`config.mk`:
```
export PLATFORM = sky130hd
export DESIGN_NAME = booth_mult_seq
export DESIGN_NICKNAME = d
export VERILOG_FILES = /design/src/rtl/booth_mult_seq.sv
export SDC_FILE = /design/constraint.sdc
export NUM_CORES = 1
export LEC_CHECK = 0
export ABC_AREA = 1
export BUFFER_PORTS_ARGS = -buffer_cell sky130_fd_sc_hd__clkbuf_2
export CAP_MARGIN = 0
export CORE_MARGIN = 1
export CORE_UTILIZATION = 40
export CTS_BUF_LIST = sky130_fd_sc_hd__clkbuf_8
export DETAILED_ROUTE_END_ITERATION = 10
export RECOVER_POWER = 100
export REMOVE_ABC_BUFFERS = 1
export SLEW_MARGIN = 20
export SYNTH_ARGS = -nofsm -noshare
export SYNTH_HDL_FRONTEND = slang
export SYNTH_SLANG_ARGS = --single-unit
```
`constraint.sdc`:
```
create_clock -name clk -period 6.1 [get_ports clk]
set_input_delay 0.61 -clock clk [delete_from_list [all_inputs] [get_ports clk]]
set_output_delay 0.61 -clock clk [all_outputs]
set_load 0.005 [all_outputs]
```
`src/rtl/booth_mult_seq.sv`:
```
// Sequential radix-2 Booth multiplier for signed WIDTH-bit operands.
// One add/subtract-and-shift step per cycle; busy, done and product are registered.
module booth_mult_seq #(
  parameter int WIDTH = 16
) (
  input  logic                 clk,
  input  logic                 rst_n,
  input  logic                 start,
  input  logic [WIDTH-1:0]     multiplicand,
  input  logic [WIDTH-1:0]     multiplier,
  output logic                 busy,
  output logic                 done,
  output logic [2*WIDTH-1:0]   product
);

  localparam int CW = $clog2(WIDTH + 1);

  typedef enum logic [1:0] {
    S_IDLE = 2'd0,
    S_RUN  = 2'd1,
    S_DONE = 2'd2
  } state_t;

  state_t               state_q, state_d;
  logic [WIDTH-1:0]     m_q, m_d;
  logic [WIDTH-1:0]     q_q, q_d;
  logic [WIDTH:0]       a_q, a_d;
  logic                 q1_q, q1_d;
  logic [CW-1:0]        count_q, count_d;
  logic [2*WIDTH-1:0]   product_q, product_d;
  logic                 busy_q, busy_d;
  logic                 done_q, done_d;

  logic [WIDTH:0]       m_sext;
  logic [WIDTH:0]       a_sum;

  // Next-state, Booth step and output decode.
  always_comb begin
    state_d   = state_q;
    m_d       = m_q;
    q_d       = q_q;
    a_d       = a_q;
    q1_d      = q1_q;
    count_d   = count_q;
    product_d = product_q;
    m_sext    = {m_q[WIDTH-1], m_q};
    a_sum     = a_q;

    case (state_q)
      S_IDLE: begin
        if (start) begin
          m_d     = multiplicand;
          q_d     = multiplier;
          a_d     = '0;
          q1_d    = 1'b0;
          count_d = CW'(WIDTH);
          state_d = S_RUN;
        end else begin
          state_d = S_IDLE;
        end
      end

      S_RUN: begin
        case ({q_q[0], q1_q})
          2'b01:   a_sum = a_q + m_sext;
          2'b10:   a_sum = a_q - m_sext;
          default: a_sum = a_q;
        endcase
        // Arithmetic shift of {A,Q,Q_1}: A's sign bit is replicated.
        a_d     = {a_sum[WIDTH], a_sum[WIDTH:1]};
        q_d     = {a_sum[0], q_q[WIDTH-1:1]};
        q1_d    = q_q[0];
        count_d = count_q - CW'(1);
        if (count_q == CW'(1)) begin
          product_d = {a_d[WIDTH-1:0], q_d};
          state_d   = S_DONE;
        end else begin
          state_d   = S_RUN;
        end
      end

      S_DONE: begin
        state_d = S_IDLE;
      end

      default: begin
        state_d = S_IDLE;
      end
    endcase

    busy_d = (state_d != S_IDLE);
    done_d = (state_d == S_DONE);
  end

  // State and datapath registers with asynchronous clear.
  always_ff @(posedge clk or negedge rst_n) begin
    if (!rst_n) begin
      state_q   <= S_IDLE;
      m_q       <= '0;
      q_q       <= '0;
      a_q       <= '0;
      q1_q      <= 1'b0;
      count_q   <= '0;
      product_q <= '0;
      busy_q    <= 1'b0;
      done_q    <= 1'b0;
    end else begin
      state_q   <= state_d;
      m_q       <= m_d;
      q_q       <= q_d;
      a_q       <= a_d;
      q1_q      <= q1_d;
      count_q   <= count_d;
      product_q <= product_d;
      busy_q    <= busy_d;
      done_q    <= done_d;
    end
  end

  assign busy    = busy_q;
  assign done    = done_q;
  assign product = product_q;

endmodule

```
==> results of run 1 <==
kinds of logic after synthesis:
family          count (synthesis)  share of synthesized area
fa+ha+maj                      21                    0.05325
buf+inv                       102                    0.09049
simple gates                  302                     0.2613
xor+xnor                       15                    0.02589
mux                             1                   0.001972
flops                          90                     0.4438
compound gates                102                     0.1233
worst paths after layout:
| kind | to | slack (ns) | cells past startpoint |
|---|---|---|---|
| max | count_q[1]$_DFFE_PN0P_ | 2.55 | 7 |
| min | m_q[2]$_DFFE_PN0P_ | 0.41 | 3 |
| max reg2reg | count_q[1]$_DFFE_PN0P_ | 2.55 | 7 |
| min reg2reg | product[29]$_DFFE_PN0P_ | 0.49 | 2 |
| max in group asynchronous | m_q[14]$_DFFE_PN0P_ | 3.50 | 2 |
| min in group asynchronous | product[8]$_DFFE_PN0P_ | 0.95 | 1 |
worst min-delay path, stage by stage:
cell and delay (ns):
clkbuf_2 0.07, nand2_1 0.04, nand2_1 0.05
sequential cells by signal, summed over array words and instances (netlist names):
| signal | count |
|---|---|
| q_q | 16 |
| q1_q | 1 |
| product | 32 |
| busy | 1 |
| done | 1 |
| count_q | 5 |
| m_q | 16 |
| state_q | 2 |
| a_q | 16 |
cells in the mapped netlist (11+ instances only):
library cell	count
nand2_1	180
dfrtp_1	90
inv_1	71
nand3_1	42
o21ai_0	39
nor2_1	33
ha_1	20
o21ai_1	17
nor3_1	16
a221oi_1	15
nand2_2	13
a21oi_1	11
layout make-up:
cell class                 instances  area, µm²
fill                            1271       6560
clock buffer                       9      123.9
timing repair buffer              70      329.1
inverter                          80      312.8
multi-input combinational        441       2354
tap                              168      210.2
sequential                        90       2252
clock inverter                     7      70.07
metal layers:
| layer | wire [µm] | vias to the layer above |
|---|---|---|
| li1 | - | 2168 |
| met1 | 5869 | 1934 |
| met2 | 4968 | 83 |
| met3 | 479 | 15 |
| met4 | 225 | 0 |
| met5 | 0 | - |
metrics by stage:
| stage | setup slack, ns | hold slack (ns) | instances |
|---|---|---|---|
| finish | 2.549 | 0.4087 | 865 |
| floorplan | 3.460 | 0.3144 | 611 |
| global route | 2.124 | 0.4131 | 865 |
| detailed placement | 3.168 | 0.4654 | 849 |
| global placement | 3.202 | 0.4630 | 849 |
| CTS | 3.138 | 0.2128 | 865 |
==> run_results.csv, run 1 <==
group,metric,value,unit
status,status,"finished, violations left",
status,violations,"capacitance limit, slew limit",
worst_setup_path,crit_path_end_kind,"register",
layout,diodes,0,
floorplanning,die_w,114.6,µm
synth,synth.avg_cell_area,8.017,µm²
timing,tightest_slew,2.468,ns
synth,synth_edf_count,0,
synth,synth_ff_type,"dfrtp_1",
worst_setup_path,cp_data_required_time,6.36,ns
worst_setup_path,reg2reg_from,"state_q[1]$_DFF_PN0_",
synth,synth_top_area_share,0.4438,
timing,clock_skew,0.01623,ns
grt,grt_use_total,0.1916,
worst_setup_path,cpMaxStageDelayCell,"nor2_1",
timing,finalSetupTns,0,ns
grt,antenna_found_initial,0,
worst_setup_path,crit_start,"state_q[1]$_DFF_PN0_",
grt,grt_use_met3,0.03441,
worst_setup_path,arrival,3.81,ns
synth,ys_types,42,
cts,clock-sinks,90,
timing,relSlewSlack,-0.6453,
drt,wl,11.54,mm
layout,fin_nets,748,
floorplanning,die-area,13140,µm²
floorplanning,die_y,114.6,µm
worst_setup_path,crit_chain,"inv_1 > nand2_1 > nor2_1 > nor2_2 > clkbuf_1 > inv_1 > o22ai_1",
grt,grt.met2_usage,0.2869,
layout,drive_gt1_frac,0.1521,
synth,synth_area,5075,µm²
synth,yosys.area.top_type,"dfrtp_1",
grt,use_met1,0.2704,
cts,clk_pin_slew,0.10,ns
min_path,hold_class,"in -> reg",
worst_setup_path,cpPeakStageDelay,1.28,ns
cts,clockBufferDepth,2,
drt,avgViaCountPerCell,4.855,
timing,report.final.slew_viol_count,132,
placed_design,port_buffers,68,
floorplanning,rows,40,
drt,dr.first_iter.drc_count,202,
cts,htreeDepth,3,
synth,netlist_top_cells_area,"dfrtp_1 44%, nand2_1 13%, inv_1 5.3%",
cts,clockRootBuffer,"clkbuf_8",
worst_setup_path,crit_fanout,29,
worst_setup_path,start_kind,"register",
grt,grt_max_degree,58,
cts,clock_latency,0.40,ns
synth,synth_seq_cells,90,
synth,async_flop_share,1.000,
worst_setup_path,path_buf_inv,3,
cts,cts_buffers,9,
grt,busiest_layer,"met2",
cts,post_cts_resized,0,
layout,syn_to_final_growth,11.37,%
placed_design,place_hpwl,8.421,mm
layout,fin_util,0.4628,
synth,ys.warnings.count,0,
grt,grt_pass1_vias,4017,
drt,firstDrtPassIters,4,
placed_design,placed_cell_area,5497,µm²
worst_setup_path,worstSetupPathType,"reg -> reg",
layout,final_area,5652,µm²
timing,setup_viol,0,
timing,finalCriticalPeriod,3.551,ns
drt,vias,4200,
synth,synth_seq_area_share,0.4438,
timing,rsz0062_at_grt,"false",
drt,wl_per_cell,13.34,µm
grt,grt_pass1_wl,19.55,mm
worst_setup_path,crit_family,"simple AND/OR/NAND/NOR gates",
cts,holdBufCountCts,0,
floorplanning,fp.coreArea,12210,µm²
drt,antenna_left,0,
floorplanning,initial_core_util,0.4156,
timing,fmax,0.2816,GHz
grt,overflow,0,
worst_setup_path,crit_top_cell,"inv_1",
synth,syn_inst,633,
flow_run,drv_cap,3,
cts,cts_tree,"yes",
min_path,hp-start,"multiplicand[2]",
timing,fin_crit_sh,0.5821,
layout,layout_commonest_cell,"nand2_1",
drt,drc_errors,0,
placed_design,gp_congestion,0.8628,
layout,final_cell_mix,"181 x nand2_1, 90 x dfrtp_1, 72 x inv_1",
cts,post-cts-setup-buffer-count,0,
floorplanning,boundaryPins,69,
timing,hold_violations,0,
Power of run 1 is not shown: default switching activity piles up to over one toggle a cycle in this logic, so the estimate is an artifact.
==> run 2, diff against run 1 <==
--- a/config.mk
+++ b/config.mk
@@ -5,7 +5,7 @@
 export SDC_FILE = /design/constraint.sdc
 export NUM_CORES = 1
 export LEC_CHECK = 0
-export ABC_AREA = 1
+export ABC_AREA = 0
 export BUFFER_PORTS_ARGS = -buffer_cell sky130_fd_sc_hd__clkbuf_2
 export CAP_MARGIN = 0
 export CORE_MARGIN = 1
==> constraint.sdc (replaced) <==
create_clock -name clk -period 3.35 [get_ports clk]
set_input_delay 0.335 -clock clk [delete_from_list [all_inputs] [get_ports clk]]
set_output_delay 0.335 -clock clk [all_outputs]
set_load 0.005 [all_outputs]
==> run 2 against run 1 <==
  * Hold slack worse by 0.26 ns
  * The flow still finishes with violations (capacitance limit, slew limit)
  * Critical endpoint is now product[28]$_DFFE_PN0P_
  * Worst setup slack lost 2.4 ns
  * Sequential cell count unchanged
==> run_results.csv, run 2 <==
group,metric,value,unit
status,status,"finished, violations left",
status,violations,"capacitance limit, slew limit",
cts,clock_latency,0.37,ns
worst_setup_path,cp_data_required_time,3.61,ns
layout,syn_to_final_growth,13.46,%
drt,vias,4059,
timing,rsz0062_at_grt,"false",
layout,largest_reg_flops,32,
placed_design,post-place-ws,0.09145,ns
drt,dr.first_iter.drc_count,215,
grt,antenna_found_initial,0,
synth,synth_seq_area_share,0.4503,
power,leakage,2.728,nW
cts,htreeDepth,3,
synth,async_flop_share,1.000,
floorplanning,die-area,12950,µm²
drt,avgViaCountPerCell,5.138,
timing,relSlewSlack,-0.2075,
power,power_density,1279,nW/µm²
worst_setup_path,crit_path_end_kind,"register",
grt,overflow,0,
synth,synth.avg_cell_area,8.995,µm²
worst_setup_path,r2r_setup_slack,0.15,ns
placed_design,gp_congestion,0.8485,
synth,synth_ff_type,"dfrtp_1",
layout,final_cell_mix,"122 x nand2_1, 90 x dfrtp_1, 57 x clkbuf_2",
grt,grt_pass1_wl,19.09,mm
cts,clockBufferDepth,2,
timing,finalWorstSetupSlack,0.1496,ns
layout,fin_nets,673,
cts,clockRootBuffer,"clkbuf_8",
synth,netlist_top_cells_area,"dfrtp_1 45%, nand2_1 9.2%, ha_1 5.0%",
grt,grt_use_total,0.1875,
cts,clock-sinks,90,
cts,clk_pin_slew,0.09,ns
floorplanning,die_w,113.8,µm
synth,yosysMostFrequentCell,"nand2_1",
layout,final_area,5674,µm²
min_path,hold_class,"in -> reg",
grt,grt_pass1_vias,3890,
drt,antenna_left,0,
timing,fin_crit_sh,0.9553,
cts,cts_tree,"yes",
synth,synth_top_area_share,0.4503,
synth,syn_inst,556,
timing,tightest_slew,1.811,ns
worst_setup_path,start_kind,"register",
cts,holdBufCountCts,0,
timing,setup_viol,0,
placed_design,place_hpwl,8.045,mm
power,p_total,0.007259,W
layout,layout_commonest_cell,"nand2_1",
drt,wl,11.30,mm
floorplanning,fp.coreArea,12110,µm²
drt,firstDrtPassIters,4,
layout,diodes,0,
worst_setup_path,crit_fanout,10,
grt,grt_max_degree,75,
synth,synth_area,5001,µm²
timing,fmax,0.3125,GHz
floorplanning,boundaryPins,69,
synth,ys.warnings.count,0,
flow_run,drv_cap,2,
placed_design,placed_cell_area,5525,µm²
cts,post-cts-setup-buffer-count,0,
synth,synth_seq_cells,90,
timing,report.final.slew_viol_count,106,
timing,finalCriticalPeriod,3.200,ns
drt,wl_per_cell,14.31,µm
synth,synth_edf_count,0,
synth,synthTopCellsByCount,"122 x nand2_1, 90 x dfrtp_1, 49 x o21ai_0, 34 x a21oi_1, 26 x nor2_1",
placed_design,port_buffers,68,
floorplanning,initial_core_util,0.4129,
cts,cts_buffers,9,
worst_setup_path,arrival,3.46,ns
worst_setup_path,worstSetupPathType,"reg -> reg",
timing,clock_skew,0.009959,ns
cts,post_cts_resized,0,
drt,drc_errors,0,
layout,drive_gt1_frac,0.1559,
floorplanning,die_y,113.8,µm
floorplanning,rows,40,
synth,ys_types,53,
synth,yosys.area.top_type,"dfrtp_1",
timing,hold_violations,0,
power,vdd_drop_max,0.0003995,V
layout,fin_util,0.4685,
[run 2: routing by layer]
| layer | GRT usage | vias to the layer above | routed length, µm |
|---|---|---|---|
| met4 | 0.07792 | 0 | 161 |
| met1 | 0.2753 | 1934 | 5699 |
| li1 | - | 2030 | - |
| met2 | 0.2797 | 86 | 4949 |
| met5 | 0 | - | 0 |
| met3 | 0.02285 | 9 | 489 |
[run 2: path summary, 6_finish.rpt]
| check | end | cells after the start | start |
|---|---|---|---|
| setup / recovery | product[28]$_DFFE_PN0P_ | 12 | q_q[0]$_DFFE_PN0P_ |
| hold / removal | m_q[2]$_DFFE_PN0P_ | 3 | multiplicand[2] |
| setup reg to reg | product[28]$_DFFE_PN0P_ | 12 | q_q[0]$_DFFE_PN0P_ |
| hold reg to reg | product[13]$_DFFE_PN0P_ | 2 | product[13]$_DFFE_PN0P_ |
| max in group asynchronous | product[12]$_DFFE_PN0P_ | 2 | rst_n |
| min in group asynchronous | m_q[11]$_DFFE_PN0P_ | 1 | rst_n |
[run 2: logic make-up (layout without fill, tap and decap cells)]
kind of cell,Yosys count,in the layout,share of synthesized area
xor gates and xnor gates,28,28,0.04904
and+or+nand+nor,209,209,0.1899
buffers and inverters,49,115,0.03928
DFF,90,90,0.4503
adders and majority gates,21,21,0.05404
AOI/OAI and AO/OA,147,147,0.1901
muxes,12,12,0.02727
[run 2: power breakdown]
group | switching [W] | internal [W] | total, W | leakage, nW
Sequential | 0.000441 | 0.00161 | 0.00205 | 1.13
Clock | 0.000404 | 0.000368 | 0.000772 | 0.108
Combinational | 0.00244 | 0.00199 | 0.00444 | 1.49
Total | 0.00329 | 0.00397 | 0.00726 | 2.73
[run 2: final cells by class]
| cell class | count | area (µm²) |
|---|---|---|
| Clock inverter | 6 | 65.06 |
| Fill cell | 1224 | 6437 |
| Clock buffer | 10 | 137.6 |
| Inverter | 18 | 67.56 |
| Sequential cell | 90 | 2252 |
| Multi-Input combinational cell | 417 | 2540 |
| Timing Repair Buffer | 81 | 401.6 |
| Tap cell | 168 | 210.2 |
[run 2: through the flow]
| stage | setup TNS, ns | hold WS [ns] | cells |
|---|---|---|---|
| 2_1_floorplan | -3.639 | 0.03941 | 525 |
| 4_1_cts | 0 | 0.1401 | 790 |
| 3_5_place_dp | 0 | 0.4622 | 774 |
| 5_1_grt | 0 | 0.1574 | 790 |
| 6_report | 0 | 0.1474 | 790 |
| 3_3_place_gp | 0 | 0.4583 | 774 |
[run 2: critical path: stages (launching register included)]
cell,delay (ns)
dfrtp_1,0.44
ha_4,0.23
a31oi_1,0.32
nor2_1,0.11
xor2_1,0.16
ha_1,0.34
and3_1,0.23
and2_0,0.15
o31a_1,0.27
a211oi_4,0.25
and3_1,0.21
o31ai_1,0.09
mux2_1,0.29
Note: power is estimated with default switching activity, not from simulation.
